<file path="src/rtl/axi_lite_pkg.sv">
// ---------------------------------------------------------------------------
// axi_lite_pkg
// Items shared by the AXI-Lite read arbiter files:
//   - state_e : arbiter FSM states (IDLE, ADDR, DATA)
//   - OKAY / SLVERR : AXI read response encodings
//   - DEF_ADDR_W / DEF_DATA_W : default address and data widths
// ---------------------------------------------------------------------------
package axi_lite_pkg;

    localparam int DEF_ADDR_W = 32;
    localparam int DEF_DATA_W = 32;

    localparam logic [1:0] OKAY   = 2'b00;
    localparam logic [1:0] SLVERR = 2'b10;

    typedef enum logic [1:0] {
        IDLE = 2'd0,
        ADDR = 2'd1,
        DATA = 2'd2
    } state_e;

endpackage

</file>
<file path="src/rtl/rr_arbiter2.sv">
// ---------------------------------------------------------------------------
// rr_arbiter2
// Two-way round-robin pick, purely combinational.
//   req    in  2  request bits, req[i] = master i is asking
//   prio   in  1  master that wins when both ask
//   winner out 1  index of the selected master
//   valid  out 1  at least one request is present
// With a single requester that requester wins regardless of prio.
// ---------------------------------------------------------------------------
module rr_arbiter2 (
    input  logic [1:0] req,
    input  logic       prio,
    output logic       winner,
    output logic       valid
);

    // NOTE: every output is assigned on every path through this block, so no
    // latch can be inferred.
    always_comb begin
        valid = |req;
        if (&req) begin
            winner = prio;
        end else begin
            winner = req[1];
        end
    end

endmodule

</file>
<file path="src/rtl/axi_lite_read_arbiter.sv">
// ---------------------------------------------------------------------------
// axi_lite_read_arbiter
// Shares one AXI-Lite slave read port between two masters, one transaction
// outstanding at a time, round-robin when both request together.
//   ACLK, ARESETn           clock; synchronous active-high reset (1 = reset)
//   M0_*/M1_* AR channel    ARVALID/ARADDR in, ARREADY out
//   M0_*/M1_* R channel     RVALID/RDATA/RRESP out, RREADY in
//   S_* AR channel          ARVALID/ARADDR out, ARREADY in
//   S_* R channel           RVALID/RDATA/RRESP in, RREADY out
//   GRANT                   master owning the current transaction
//   BUSY                    a transaction is in flight
// Address acceptance and R routing are combinational; all state is held in
// one clocked process. While reset is asserted every handshake output is
// forced low so nothing is accepted or completed during that cycle.
// ---------------------------------------------------------------------------
module axi_lite_read_arbiter
    import axi_lite_pkg::*;
#(
    parameter int ADDR_W = DEF_ADDR_W,
    parameter int DATA_W = DEF_DATA_W
) (
    input  logic              ACLK,
    input  logic              ARESETn,

    input  logic              M0_ARVALID,
    input  logic [ADDR_W-1:0] M0_ARADDR,
    output logic              M0_ARREADY,
    output logic              M0_RVALID,
    input  logic              M0_RREADY,
    output logic [DATA_W-1:0] M0_RDATA,
    output logic [1:0]        M0_RRESP,

    input  logic              M1_ARVALID,
    input  logic [ADDR_W-1:0] M1_ARADDR,
    output logic              M1_ARREADY,
    output logic              M1_RVALID,
    input  logic              M1_RREADY,
    output logic [DATA_W-1:0] M1_RDATA,
    output logic [1:0]        M1_RRESP,

    output logic              S_ARVALID,
    output logic [ADDR_W-1:0] S_ARADDR,
    input  logic              S_ARREADY,
    input  logic              S_RVALID,
    input  logic [DATA_W-1:0] S_RDATA,
    input  logic [1:0]        S_RRESP,
    output logic              S_RREADY,

    output logic              GRANT,
    output logic              BUSY
);

    state_e            state;
    logic              prio;
    logic              grant_q;
    logic [ADDR_W-1:0] addr_q;
    logic              busy_q;

    logic              winner;
    logic              win_valid;

    rr_arbiter2 u_rr (
        .req    ({M1_ARVALID, M0_ARVALID}),
        .prio   (prio),
        .winner (winner),
        .valid  (win_valid)
    );

    // Reset suppresses every handshake in the cycle it is asserted.
    logic active;
    logic in_idle;
    logic in_addr;
    logic in_data;
    logic sel0;
    logic sel1;

    assign active  = ~ARESETn;
    assign in_idle = active && (state == IDLE);
    assign in_addr = active && (state == ADDR);
    assign in_data = active && (state == DATA);
    assign sel0    = in_data && !grant_q;
    assign sel1    = in_data &&  grant_q;

    // AR acceptance: only in IDLE, only for the arbitration winner.
    assign M0_ARREADY = in_idle && win_valid && !winner;
    assign M1_ARREADY = in_idle && win_valid &&  winner;

    // Shared slave AR channel driven from the latched address.
    assign S_ARVALID = in_addr;
    assign S_ARADDR  = in_addr ? addr_q : '0;

    // R routing: the non-granted master always sees zeros.
    assign M0_RVALID = sel0 && S_RVALID;
    assign M0_RDATA  = sel0 ? S_RDATA : '0;
    assign M0_RRESP  = sel0 ? S_RRESP : OKAY;
    assign M1_RVALID = sel1 && S_RVALID;
    assign M1_RDATA  = sel1 ? S_RDATA : '0;
    assign M1_RRESP  = sel1 ? S_RRESP : OKAY;
    assign S_RREADY  = in_data && (grant_q ? M1_RREADY : M0_RREADY);

    assign GRANT = grant_q;
    assign BUSY  = busy_q && active;

    // NOTE: state registers use non-blocking assignments so every register
    // samples the pre-edge values, independent of statement order.
    always_ff @(posedge ACLK) begin
        if (ARESETn) begin
            state   <= IDLE;
            prio    <= 1'b0;
            grant_q <= 1'b0;
            addr_q  <= '0;
            busy_q  <= 1'b0;
        end else begin
            case (state)
                IDLE: begin
                    if (win_valid) begin
                        addr_q  <= winner ? M1_ARADDR : M0_ARADDR;
                        grant_q <= winner;
                        busy_q  <= 1'b1;
                        state   <= ADDR;
                    end
                end
                ADDR: begin
                    // S_ARVALID is high throughout ADDR, so ARREADY alone
                    // completes the handshake.
                    if (S_ARREADY) begin
                        state <= DATA;
                    end
                end
                DATA: begin
                    if (S_RVALID && S_RREADY) begin
                        // Hand priority to the master that just waited.
                        prio   <= !grant_q;
                        busy_q <= 1'b0;
                        state  <= IDLE;
                    end
                end
                default: begin
                    busy_q <= 1'b0;
                    state  <= IDLE;
                end
            endcase
        end
    end

endmodule

</file>
<file path="config.mk">
export PLATFORM = sky130hd
export DESIGN_NAME = axi_lite_read_arbiter
export DESIGN_NICKNAME = d
export VERILOG_FILES = /design/src/rtl/axi_lite_pkg.sv /design/src/rtl/rr_arbiter2.sv /design/src/rtl/axi_lite_read_arbiter.sv
export SDC_FILE = /design/constraint.sdc
export NUM_CORES = 1
export LEC_CHECK = 0
export CORE_AREA = 3 3 93 95
export CTS_CLUSTER_DIAMETER = 200
export DETAILED_ROUTE_END_ITERATION = 6
export DIE_AREA = 0 0 96 98
export GPL_TIMING_DRIVEN = 0
export PLACE_DENSITY_LB_ADDON = 0.25
export SKIP_CTS_REPAIR_TIMING = 1
export SLEW_MARGIN = 15
export SYNTH_ARGS = -nofsm -noshare
export SYNTH_HDL_FRONTEND = slang
export SYNTH_SLANG_ARGS = --single-unit
</file>
<file path="constraint.sdc">
create_clock -name ACLK -period 4.05 [get_ports ACLK]
set_input_delay 0.81 -clock ACLK [delete_from_list [all_inputs] [get_ports ACLK]]
set_output_delay 0.81 -clock ACLK [all_outputs]
set_load 0.03 [all_outputs]
</file>
# After elaboration in Yosys (flattened, before gate mapping)
# Cells that the tools add are included.
# classes
add_sub_neg,0
multipliers,0
div,0
magnitude_cmp,0
eq_ne,5
shifts,0
n_mux,15
bitwise,2
reduce_logical,22
# op_table
operator,n
$mux W32,4
$logic_and A1 B1 Y1,13
$mux W2,5
$pmux W2 S3,1
$reduce_and A2 Y1,3
$reduce_and A3 Y1,2
$mux W1,4
$ne A2 B2 Y1 const B,2
$pmux W1 S3,1
$eq A2 B1 Y1 const B,1
$eq A2 B2 Y1 const B,1
$logic_not A1 Y1,2
$logic_not A2 Y1,1
$ne A2 B1 Y1 const B,1
$not A1 Y1,2
$reduce_or A2 Y1,1
# totals
register_bits,37
latch_bits,0
mem_bits_rw,0
mem_bits_ro,0
out_inout_bits,108
elab_cells,49
mem_count,0

# Logic depth before layout (Yosys ltp)
# Gate-level depths: netlist of run 1.
# depth
depth_word,6
mapped_depth,7

# By module
# Synthesis of run 1 repeated with hierarchy kept, for this count alone.
# hier_totals
hier_cells,253
area_unflattened_um2,2263.4
# modules_own_cells
mod,instances,cells_each,area_per_inst_um2,seq_area_each_um2
axi_lite_read_arbiter,1,250,2245.9,740.7
rr_arbiter2,1,3,17.5,0.0

# Worst setup path after synthesis of run 1
# No wires, ideal clock.
# synth_timing
path_type,input to output
from,in M1_ARVALID
to,out M1_ARREADY
arrival_time_ns,2.353
required_ns,3.240
setup_slack_ns,0.887
path_stages,6
path_cell_list,buf_6 -> o21ba_1 -> buf_6 -> buf_2 -> nand2_1 -> nor4_1
# synth_between
elab_chain_len,3
elab_cells_between_ends,5
classes_between,mux (1); reduce/logical (4)
# synth_lines
element,line_no,source
"start, declared",axi_lite_read_arbiter.sv:33,"input logic M1_ARVALID,"
$reduce_and A2 Y1 / $reduce_or A2 Y1 (equally long branches),"rr_arbiter2.sv:21, rr_arbiter2.sv:20",
$mux W1 / $logic_and A1 B1 Y1 (equally long branches),"rr_arbiter2.sv:21, axi_lite_read_arbiter.sv:86",
$logic_and A1 B1 Y1 (*),axi_lite_read_arbiter.sv:86,assign M1_ARREADY = in_idle && win_valid && winner;
"end, declared",axi_lite_read_arbiter.sv:35,"output logic M1_ARREADY,"
# Mark *: on every way between the ends. The rest lies on a longest branch, timed or not.

# Worst setup path after layout of run 1
# layout_timing
from,in ARESETn
to,out M0_RDATA[3]
# layout_between
elab_chain_len,4
# layout_lines
element,line_no,source
"start, declared",axi_lite_read_arbiter.sv:23,"input logic ARESETn,"
$not A1 Y1,axi_lite_read_arbiter.sv:77,assign active = ~ARESETn;
$logic_and A1 B1 Y1,axi_lite_read_arbiter.sv:80,assign in_data = active && (state == DATA);
$logic_and A1 B1 Y1,axi_lite_read_arbiter.sv:81,assign sel0 = in_data && !grant_q;
$mux W32,axi_lite_read_arbiter.sv:94,assign M0_RDATA = sel0 ? S_RDATA : '0;
"end, declared",axi_lite_read_arbiter.sv:30,"output logic [DATA_W-1:0] M0_RDATA,"
# Every way passes these cells.

==> results of run 1 <==
synth_stat cells, drive strengths merged:
library cell	instances
a211oi	1
a21bo	1
a21oi	34
a311oi	32
and2	103
and3	2
buf	14
clkbuf	26
dfxtp	37
inv	3
mux2i	2
nand2	4
nand2b	1
nand3	32
nand4	2
nor2	5
nor2b	2
nor3b	1
nor4	1
o21ai	33
o21ba	1
o32ai	1
or3b	1
power breakdown:
group	switching (mW)	internal, mW	total, mW
Sequential	0.0232	0.410	0.433
Clock	0.140	0.119	0.259
Combinational	0.222	0.228	0.450
per-layer routing:
layer / global-route usage, % / wire length, um / vias to the layer above / share of wire [%]
li1: - / - / 1648 / -
met1: 23.50 / 3940 / 1530 / 35
met2: 42.54 / 6137 / 149 / 54
met3: 6.009 / 1033 / 10 / 9.1
met4: 8.643 / 208 / 0 / 1.8
met5: 0 / 0 / - / 0
flip-flops by register name, indices dropped and copies added, names as in the netlist:
register  cells
GRANT         1
addr_q       32
busy_q        1
prio          1
state         2
final timing paths:
kind | startpoint | to | slack, ns | cells past startpoint
max reg2reg | state[0] | addr_q[3] | 2.44 | 5
min reg2reg | busy_q | busy_q | 0.50 | 2
min | busy_q | busy_q | 0.50 | 2
max | ARESETn | M0_RDATA[3] | 0.17 | 6
layout make-up:
class | instances | area, um2 | share of cell area, %
Clock buffer | 5 | 68.82 | 1.356
Tap cell | 102 | 127.6 | 2.515
Inverter | 3 | 11.26 | 0.2219
Buffer | 40 | 205.2 | 4.043
Sequential cell | 37 | 740.7 | 14.60
Clock inverter | 3 | 17.52 | 0.3452
Multi-Input combinational cell | 259 | 1774 | 34.96
Timing Repair Buffer | 212 | 2122 | 41.81
Antenna cell | 3 | 7.507 | 0.1479
layout by cell type (no fill, tap or decap), types with 5 or more instances in the layout:
cell type                         instances
sky130_fd_sc_hd__dfxtp_1                 37
sky130_fd_sc_hd__a21oi_1                 34
sky130_fd_sc_hd__o21ai_0                 29
sky130_fd_sc_hd__buf_2                    6
sky130_fd_sc_hd__buf_6                    6
sky130_fd_sc_hd__clkbuf_8                 5
sky130_fd_sc_hd__and2_1                 102
sky130_fd_sc_hd__clkbuf_1                24
sky130_fd_sc_hd__a311oi_2                30
sky130_fd_sc_hd__clkdlybuf4s50_1        212
sky130_fd_sc_hd__nand3_1                 32
cells by family (layout without fill, tap and decap cells):
kind of cell / Yosys count / count (layout) / synth area share [%]
DFF: 37 / 37 / 27.14
AOI/OAI and AO/OA: 103 / 103 / 30.77
buffers and inverters: 43 / 263 / 7.840
other: 0 / 3 / 0
and+or+nand+nor: 154 / 154 / 33.52
muxes: 2 / 2 / 0.7336
through the flow:
step | cell area [um2] | hold slack (ns) | worst slack (ns) | std cells
5_1_grt | 5075 | 0.5370 | 0.02586 | 664
2_1_floorplan | 2729 | 0.4430 | 0.8870 | 339
3_3_place_gp | 4979 | 0.4616 | 0.1819 | 653
4_1_cts | 5065 | 0.4979 | 0.1561 | 661
6_report | 5075 | 0.4978 | 0.1668 | 664
3_5_place_dp | 4979 | 0.4877 | 0.1613 | 653
critical path, stage by stage:
cell,delay (ns)
sky130_fd_sc_hd__clkdlybuf4s50_1,0.48
sky130_fd_sc_hd__or3b_1,0.46
sky130_fd_sc_hd__nor2_2,0.23
sky130_fd_sc_hd__buf_2,0.23
sky130_fd_sc_hd__and2_1,0.18
sky130_fd_sc_hd__clkdlybuf4s50_1,0.68
==> out/qor.txt, run 1 <==
arrival time reported for the critical path endpoint: 3.07 ns
setup-violating endpoint count in the final report: 0
Detailed Place HPWL: 9178 um
Distinct cells, synth: 30
ratio of cells with drive above 1 in the final layout: 10.20%
overall fraction of global-route tracks in use: 22.77%
final core utilization: 65.00%
routed via count divided by cell count: 5.026
starting utilization of the core area: 34.95%
headroom to the max-slew limit: 51.19%
overall routed net length: 11320 um
post-synthesis register bit count: 37
standard cell core area: 7807 um2
biggest fanout along the worst timing path: 10
Row Count: 32
PwrDens: 225.0 nW/um2
Layout area overhead: 85.97%
count of synthesis-stage warnings from yosys: 0
part of the cycle the worst path needs: 95.88%
class of the most critical hold timing path: reg2reg
starting DRC count in detailed routing: 116
number of buffers created by CTS: 5
mean routed wirelength per cell: 17.05 um
post-synthesis instance area: 2729 um2
type of the worst setup path: in2out
antenna violation net count after detailed routing: 0
via count of the first global-routing pass: 3235
gr ovfl total: 0
total via count in the routed design: 3337
Mapped Nets: 445
first-pass GRT wire length: 16790 um
total negative slack for setup checks: 0 ns
CTS tree: done
clock root cell: sky130_fd_sc_hd__clkbuf_8
leakage power: 1.796 nW
number of remaining DRC errors: 0
overall die height: 98 um
Clock Sinks: 37
Crit. End Element: output port
Pwr Total: 1.142 mW
Final Critical Period: 3.883 ns
WP data required: 3.24 ns
leading post-synthesis cells by cell area: sky130_fd_sc_hd__dfxtp_1 27%, sky130_fd_sc_hd__and2_1 23%, sky130_fd_sc_hd__a311oi_2 17%
post-synthesis instance total: 339
I/O pin cnt: 214
Skew-Pair Late Insertion Delay: 0.29 ns
Yosys top cell area share: 27.14%
pin count of the biggest net entering global routing: 13
fillcell total: 697
final hold violation count: 0
RSZ-0062 raised after global routing: no
number of nets at the end of the flow: 664
transition time at the pin with the least slew margin: 0.7321 ns
number of pins exceeding their max-slew limit in the final report: 0
placer's final routability congestion estimate: 0.8101
Clock transition at path regs: 0.07 ns
number of buffers on the longest clock path: 2
maximum clock rate: 0.2575 GHz
startpoint type of the worst setup path: primary input
Worst Clk Skew: 0.008998 ns
antenna violations before repair: 3
result of the run: complete, no violations
Avg Synthesized Cell Area: 8.050 um2
biggest area consumer among synthesized cells: sky130_fd_sc_hd__dfxtp_1
sequential element share of the synthesized area: 27.14%
length of the first detailed-routing pass in iterations: 4
die footprint: 9408 um2
Clock H-tree levels: 2
number of violations of the max-capacitance limit: 0
horizontal die dimension: 96 um
worst voltage drop across the vdd grid: 0.0001618 V
Port-buffer cells: 212
Note: power is estimated with default switching activity, not from simulation.
==> inputs of run 2 (changes only) <==
--- a/config.mk
+++ b/config.mk
@@ -5,10 +5,10 @@
 export SDC_FILE = /design/constraint.sdc
 export NUM_CORES = 1
 export LEC_CHECK = 0
-export CORE_AREA = 3 3 93 95
+export CORE_AREA = 3 3 110 80
 export CTS_CLUSTER_DIAMETER = 200
 export DETAILED_ROUTE_END_ITERATION = 6
-export DIE_AREA = 0 0 96 98
+export DIE_AREA = 0 0 113 83
 export GPL_TIMING_DRIVEN = 0
 export PLACE_DENSITY_LB_ADDON = 0.25
 export SKIP_CTS_REPAIR_TIMING = 1
==> out/qor.txt, run 2 (synthesized netlist as in run 1, its figures left out) <==
class of the most critical hold timing path: reg2reg
endpoint of the worst register-to-register path: addr_q[30]
CTS tree: done
RSZ-0062 raised after global routing: no
Detailed Place HPWL: 8959 um
overall routed net length: 11140 um
headroom to the max-slew limit: 50.03%
overall fraction of global-route tracks in use: 23.23%
Worst Setup EP: M1_RDATA[22]
fillcell total: 671
Clock Sinks: 37
setup-violating endpoint count in the final report: 0
Final Critical Period: 3.857 ns
cell area after placement: 4977 um2
number of buffers on the longest clock path: 2
Row Count: 27
clock root cell: sky130_fd_sc_hd__clkbuf_16
Clock transition at path regs: 0.05 ns
family with the most delay on the worst path: buffers and inverters
total inserted antenna cells: 0
type of the worst setup path: in2out
Clock H-tree levels: 2
starting utilization of the core area: 34.82%
number of violations of the max-capacitance limit: 0
antenna violation net count after detailed routing: 0
Most Frequent Cell on Critical Path: sky130_fd_sc_hd__clkdlybuf4s50_1
worst voltage drop across the vdd grid: 0.0001557 V
placer's final routability congestion estimate: 0.9982
arrival time reported for the critical path endpoint: 3.05 ns
horizontal die dimension: 113 um
series of cell instances along the critical path: clkdlybuf4s50_1 -> nor2_1 -> and3_1 -> clkbuf_1 -> buf_1 -> and2_1 -> clkdlybuf4s50_1
result of the run: complete, no violations
number of nets at the end of the flow: 664
startpoint type of the worst setup path: primary input
largest register by flop count: addr_q
Port-buffer cells: 212
antenna violations before repair: 0
FF-to-FF path depth: 4
Crit. End Element: output port
length of the first detailed-routing pass in iterations: 4
Worst Clk Skew: 0.003250 ns
number of remaining DRC errors: 0
via count of the first global-routing pass: 3352
first-pass GRT wire length: 17820 um
hold path startpoint: prio
slowest stage delay, CP: 0.68 ns
multi-input logic area: 1774 um2
starting DRC count in detailed routing: 157
worst-case hold slack: 0.4820 ns
post-route cell area: 5121 um2
commonest non-fill, non-tap cell in the layout: sky130_fd_sc_hd__clkdlybuf4s50_1
transition time at the pin with the least slew margin: 0.7495 ns
slowest library cell on the worst path: sky130_fd_sc_hd__clkdlybuf4s50_1
die footprint: 9379 um2
total negative slack for setup checks: 0 ns
pin count of the biggest net entering global routing: 11
Skew-Pair Late Insertion Delay: 0.27 ns
mean routed wirelength per cell: 16.90 um
gr ovfl total: 0
most frequent cells in the layout: 212 x sky130_fd_sc_hd__clkdlybuf4s50_1, 102 x sky130_fd_sc_hd__and2_1, 37 x sky130_fd_sc_hd__dfxtp_1
I/O pin cnt: 214
reg2reg start: prio
Layout area overhead: 87.67%
total via count in the routed design: 3362
final hold violation count: 0
standard cell core area: 7838 um2
overall die height: 83 um
number of pins exceeding their max-slew limit in the final report: 0
part of the cycle the worst path needs: 95.24%
biggest fanout along the worst timing path: 10
ratio of cells with drive above 1 in the final layout: 9.677%
first element of the critical path: ARESETn
flip-flop count of the largest register, all copies and words added: 32
routed via count divided by cell count: 5.102
PwrDens: 246.6 nW/um2
flip-flop and latch area: 740.7 um2
largest registers ranked by flip-flop count: addr_q: 32 flops, state: 2 flops
maximum clock rate: 0.2593 GHz
WP data required: 3.24 ns
worst path bufs/invs: 4
Stages on worst setup path: 7
number of buffers created by CTS: 5
Register-to-Register Setup Slack: 2.40 ns
leakage power: 1.819 nW
[run 2: per-stage QoR]
step	cells	util, %	setup WS [ns]	power [mW]
after global routing	659	65.34	0.00001776	1.324
final	659	65.34	0.1930	1.263
after floorplan	339	-	0.8870	0.6924
after global placement	652	63.51	0.1444	0.8837
after CTS	659	65.33	0.1251	1.268
after detailed placement	652	63.51	0.1354	0.8946
[run 2: worst min-delay path by stage]
stage / endpoint / slack (ns) / cells past startpoint
6_report: prio / 0.48 / 2
5_1_grt: prio / 0.51 / 2
4_1_cts: prio / 0.47 / 2
3_5_place_dp: prio / 0.46 / 2
3_3_place_gp: prio / 0.46 / 2
2_1_floorplan: prio / 0.44 / 2
[run 2: area by class of cell]
class,count,share of cell area [%]
well taps,101,2.468
inverters,3,0.2199
repair buffers,212,41.44
multi-input cells,259,34.64
plain buffers,40,3.982
flip-flops and latches,37,14.46
clock buffers,7,2.785
[run 2: worst register-to-register path: cells and delay by family, from the launching register on]
kind                   cells  cell delay, ns
AOI/OAI and AO/OA          2            0.46
buffers and inverters      1            0.39
and+or+nand+nor            1            0.38
DFF                        1            0.32
[run 2: per-layer routing]
metal | global-route usage (%) | up-vias | routed length [um] | part of all wire (%)
li1 | - | 1641 | - | -
met1 | 27.13 | 1542 | 4342 | 39
met2 | 41.24 | 161 | 5573 | 50
met3 | 5.899 | 18 | 957 | 8.6
met4 | 7.533 | 0 | 266 | 2.4
met5 | 0 | - | 0 | 0
[run 2: power by group]
group,internal (mW),leakage [nW],switching [mW]
clock network,0.241,0.0700,0.132
logic,0.229,1.44,0.226
registers,0.411,0.307,0.0237
==> inputs of run 3 (changes only) <==
--- a/config.mk
+++ b/config.mk
@@ -5,10 +5,10 @@
 export SDC_FILE = /design/constraint.sdc
 export NUM_CORES = 1
 export LEC_CHECK = 0
-export CORE_AREA = 3 3 110 80
+export CORE_AREA = 3 3 107 78
 export CTS_CLUSTER_DIAMETER = 200
 export DETAILED_ROUTE_END_ITERATION = 6
-export DIE_AREA = 0 0 113 83
+export DIE_AREA = 0 0 110 81
 export GPL_TIMING_DRIVEN = 0
 export PLACE_DENSITY_LB_ADDON = 0.25
 export SKIP_CTS_REPAIR_TIMING = 1
==> out/qor.txt, run 3 (synthesized netlist as in run 1, its figures left out) <==
first-pass GRT wire length: 17280 um
slack of the critical path: 0.1781 ns
Worst Clk Skew: 0.006412 ns
pin count of the biggest net entering global routing: 13
overall fraction of global-route tracks in use: 24.84%
antenna violations before repair: 0
WP data required: 3.24 ns
number of pins exceeding their max-slew limit in the final report: 0
antenna violation net count after detailed routing: 0
mean routed wirelength per cell: 17.33 um
ratio of cells with drive above 1 in the final layout: 9.839%
number of buffers on the longest clock path: 2
part of the cycle the worst path needs: 95.60%
post-route cell area: 5096 um2
worst voltage drop across the vdd grid: 0.0001805 V
Detailed Place HPWL: 9425 um
Register-to-Register Setup Slack: 2.35 ns
Crit. End Element: output port
startpoint type of the worst setup path: primary input
count of cells along the worst hold path: 2
headroom to the max-slew limit: 53.35%
Port-buffer cells: 212
number of nets at the end of the flow: 664
total inserted antenna cells: 0
Skew-Pair Late Insertion Delay: 0.29 ns
final hold violation count: 0
via count of the first global-routing pass: 3291
setup-violating endpoint count in the final report: 0
total negative slack for setup checks: 0 ns
hold path startpoint: prio
overall routed net length: 11390 um
leakage power: 1.841 nW
overall die height: 81 um
PwrDens: 238.4 nW/um2
Clock H-tree levels: 2
reg2reg start: state[0]
horizontal die dimension: 110 um
arrival time reported for the critical path endpoint: 3.06 ns
gr ovfl total: 0
Layout area overhead: 86.75%
number of standard cells in the layout, taps in and fillers out: 657
placed cell count: 649
Clock transition at path regs: 0.07 ns
length of the first detailed-routing pass in iterations: 4
placer's final routability congestion estimate: 0.7992
starting DRC count in detailed routing: 176
number of buffers created by CTS: 5
worst slack at placement: 0.08824 ns
most frequent cells in the layout: 210 x sky130_fd_sc_hd__clkdlybuf4s50_1, 102 x sky130_fd_sc_hd__and2_1, 37 x sky130_fd_sc_hd__dfxtp_1
Final Critical Period: 3.872 ns
FF-to-FF path depth: 5
endpoint of the worst register-to-register path: addr_q[1]
commonest non-fill, non-tap cell in the layout: sky130_fd_sc_hd__clkdlybuf4s50_1
flip-flop count of the largest register, all copies and words added: 32
class of the most critical hold timing path: reg2reg
starting utilization of the core area: 37.28%
die footprint: 8910 um2
standard cell core area: 7320 um2
Pwr Total: 1.215 mW
number of violations of the max-capacitance limit: 0
maximum clock rate: 0.2583 GHz
largest register by flop count: addr_q
CTS tree: done
transition time at the pin with the least slew margin: 0.6998 ns
Row Count: 26
cell area after placement: 4974 um2
I/O pin cnt: 214
number of remaining DRC errors: 0
Worst Hold Path EP: prio
routed via count divided by cell count: 5.099
total via count in the routed design: 3350
Clock Sinks: 37
clock root cell: sky130_fd_sc_hd__clkbuf_8
largest registers ranked by flip-flop count: addr_q: 32 flops, state: 2 flops
type of the worst setup path: in2out
result of the run: complete, no violations
RSZ-0062 raised after global routing: no
biggest fanout along the worst timing path: 10
run 3: changes by cell type in the layout (fill, tap and decap cells not counted):
cell,delta
sky130_fd_sc_hd__clkbuf_16,-5
sky130_fd_sc_hd__clkbuf_8,+4
sky130_fd_sc_hd__clkdlybuf4s50_1,-2
sky130_fd_sc_hd__dlymetal6s2s_1,+2
sky130_fd_sc_hd__bufinv_16,+1
sky130_fd_sc_hd__clkinv_4,+1
sky130_fd_sc_hd__nor2_2,-1
sky130_fd_sc_hd__nor2_4,+1
run 3: power breakdown:
group	switching, mW	internal, mW	total (mW)
Sequential	0.0237	0.410	0.434
Clock	0.140	0.185	0.325
Combinational	0.227	0.229	0.456
Total	0.391	0.824	1.21
run 3: layout make-up:
type                            instances  area (um2)
Timing Repair Buffer                  212        2127
Multi-Input combinational cell        259        1779
Sequential cell                        37       740.7
Inverter                                3       11.26
Buffer                                 40       203.9
Clock buffer                            6       72.57
Clock inverter                          2       38.79
Fill cell                             626        2223
Tap cell                               98       122.6
run 3: worst max path at each step:
| stage | start | endpoint | cells past startpoint |
|---|---|---|---|
| final | ARESETn | M0_RDATA[27] | 6 |
| after detailed placement | ARESETn | M0_RDATA[26] | 6 |
| after global routing | ARESETn | M1_RDATA[15] | 7 |
| after CTS | ARESETn | M0_RDATA[26] | 6 |
| after floorplan | M1_ARVALID | M1_ARREADY | 6 |
| after global placement | ARESETn | M0_RDATA[12] | 6 |
run 3: per-stage QoR:
step / util (%) / hold WS (ns)
finish: 69.62 / 0.4855
global route: 69.62 / 0.5254
CTS: 69.47 / 0.4868
detailed placement: 67.95 / 0.4763
global placement: 67.95 / 0.4620
floorplan: - / 0.4430
run 3: critical path, stage by stage:
cell	delay (ns)
sky130_fd_sc_hd__clkdlybuf4s50_1	0.47
sky130_fd_sc_hd__or3b_1	0.49
sky130_fd_sc_hd__nor2_4	0.21
sky130_fd_sc_hd__buf_2	0.22
sky130_fd_sc_hd__and2_1	0.14
sky130_fd_sc_hd__clkdlybuf4s50_1	0.72
run 3: layer usage:
metal  vias up  wire (um)  part of all wire (%)  global-route usage (%)
li1       1642          -                     -                       -
met5         -          0                     0                       0
met3        18        950                   8.3                   5.242
met2       148       5548                    49                   43.64
met1      1542       4746                    42                   31.36
met4         0        141                   1.2                   5.230
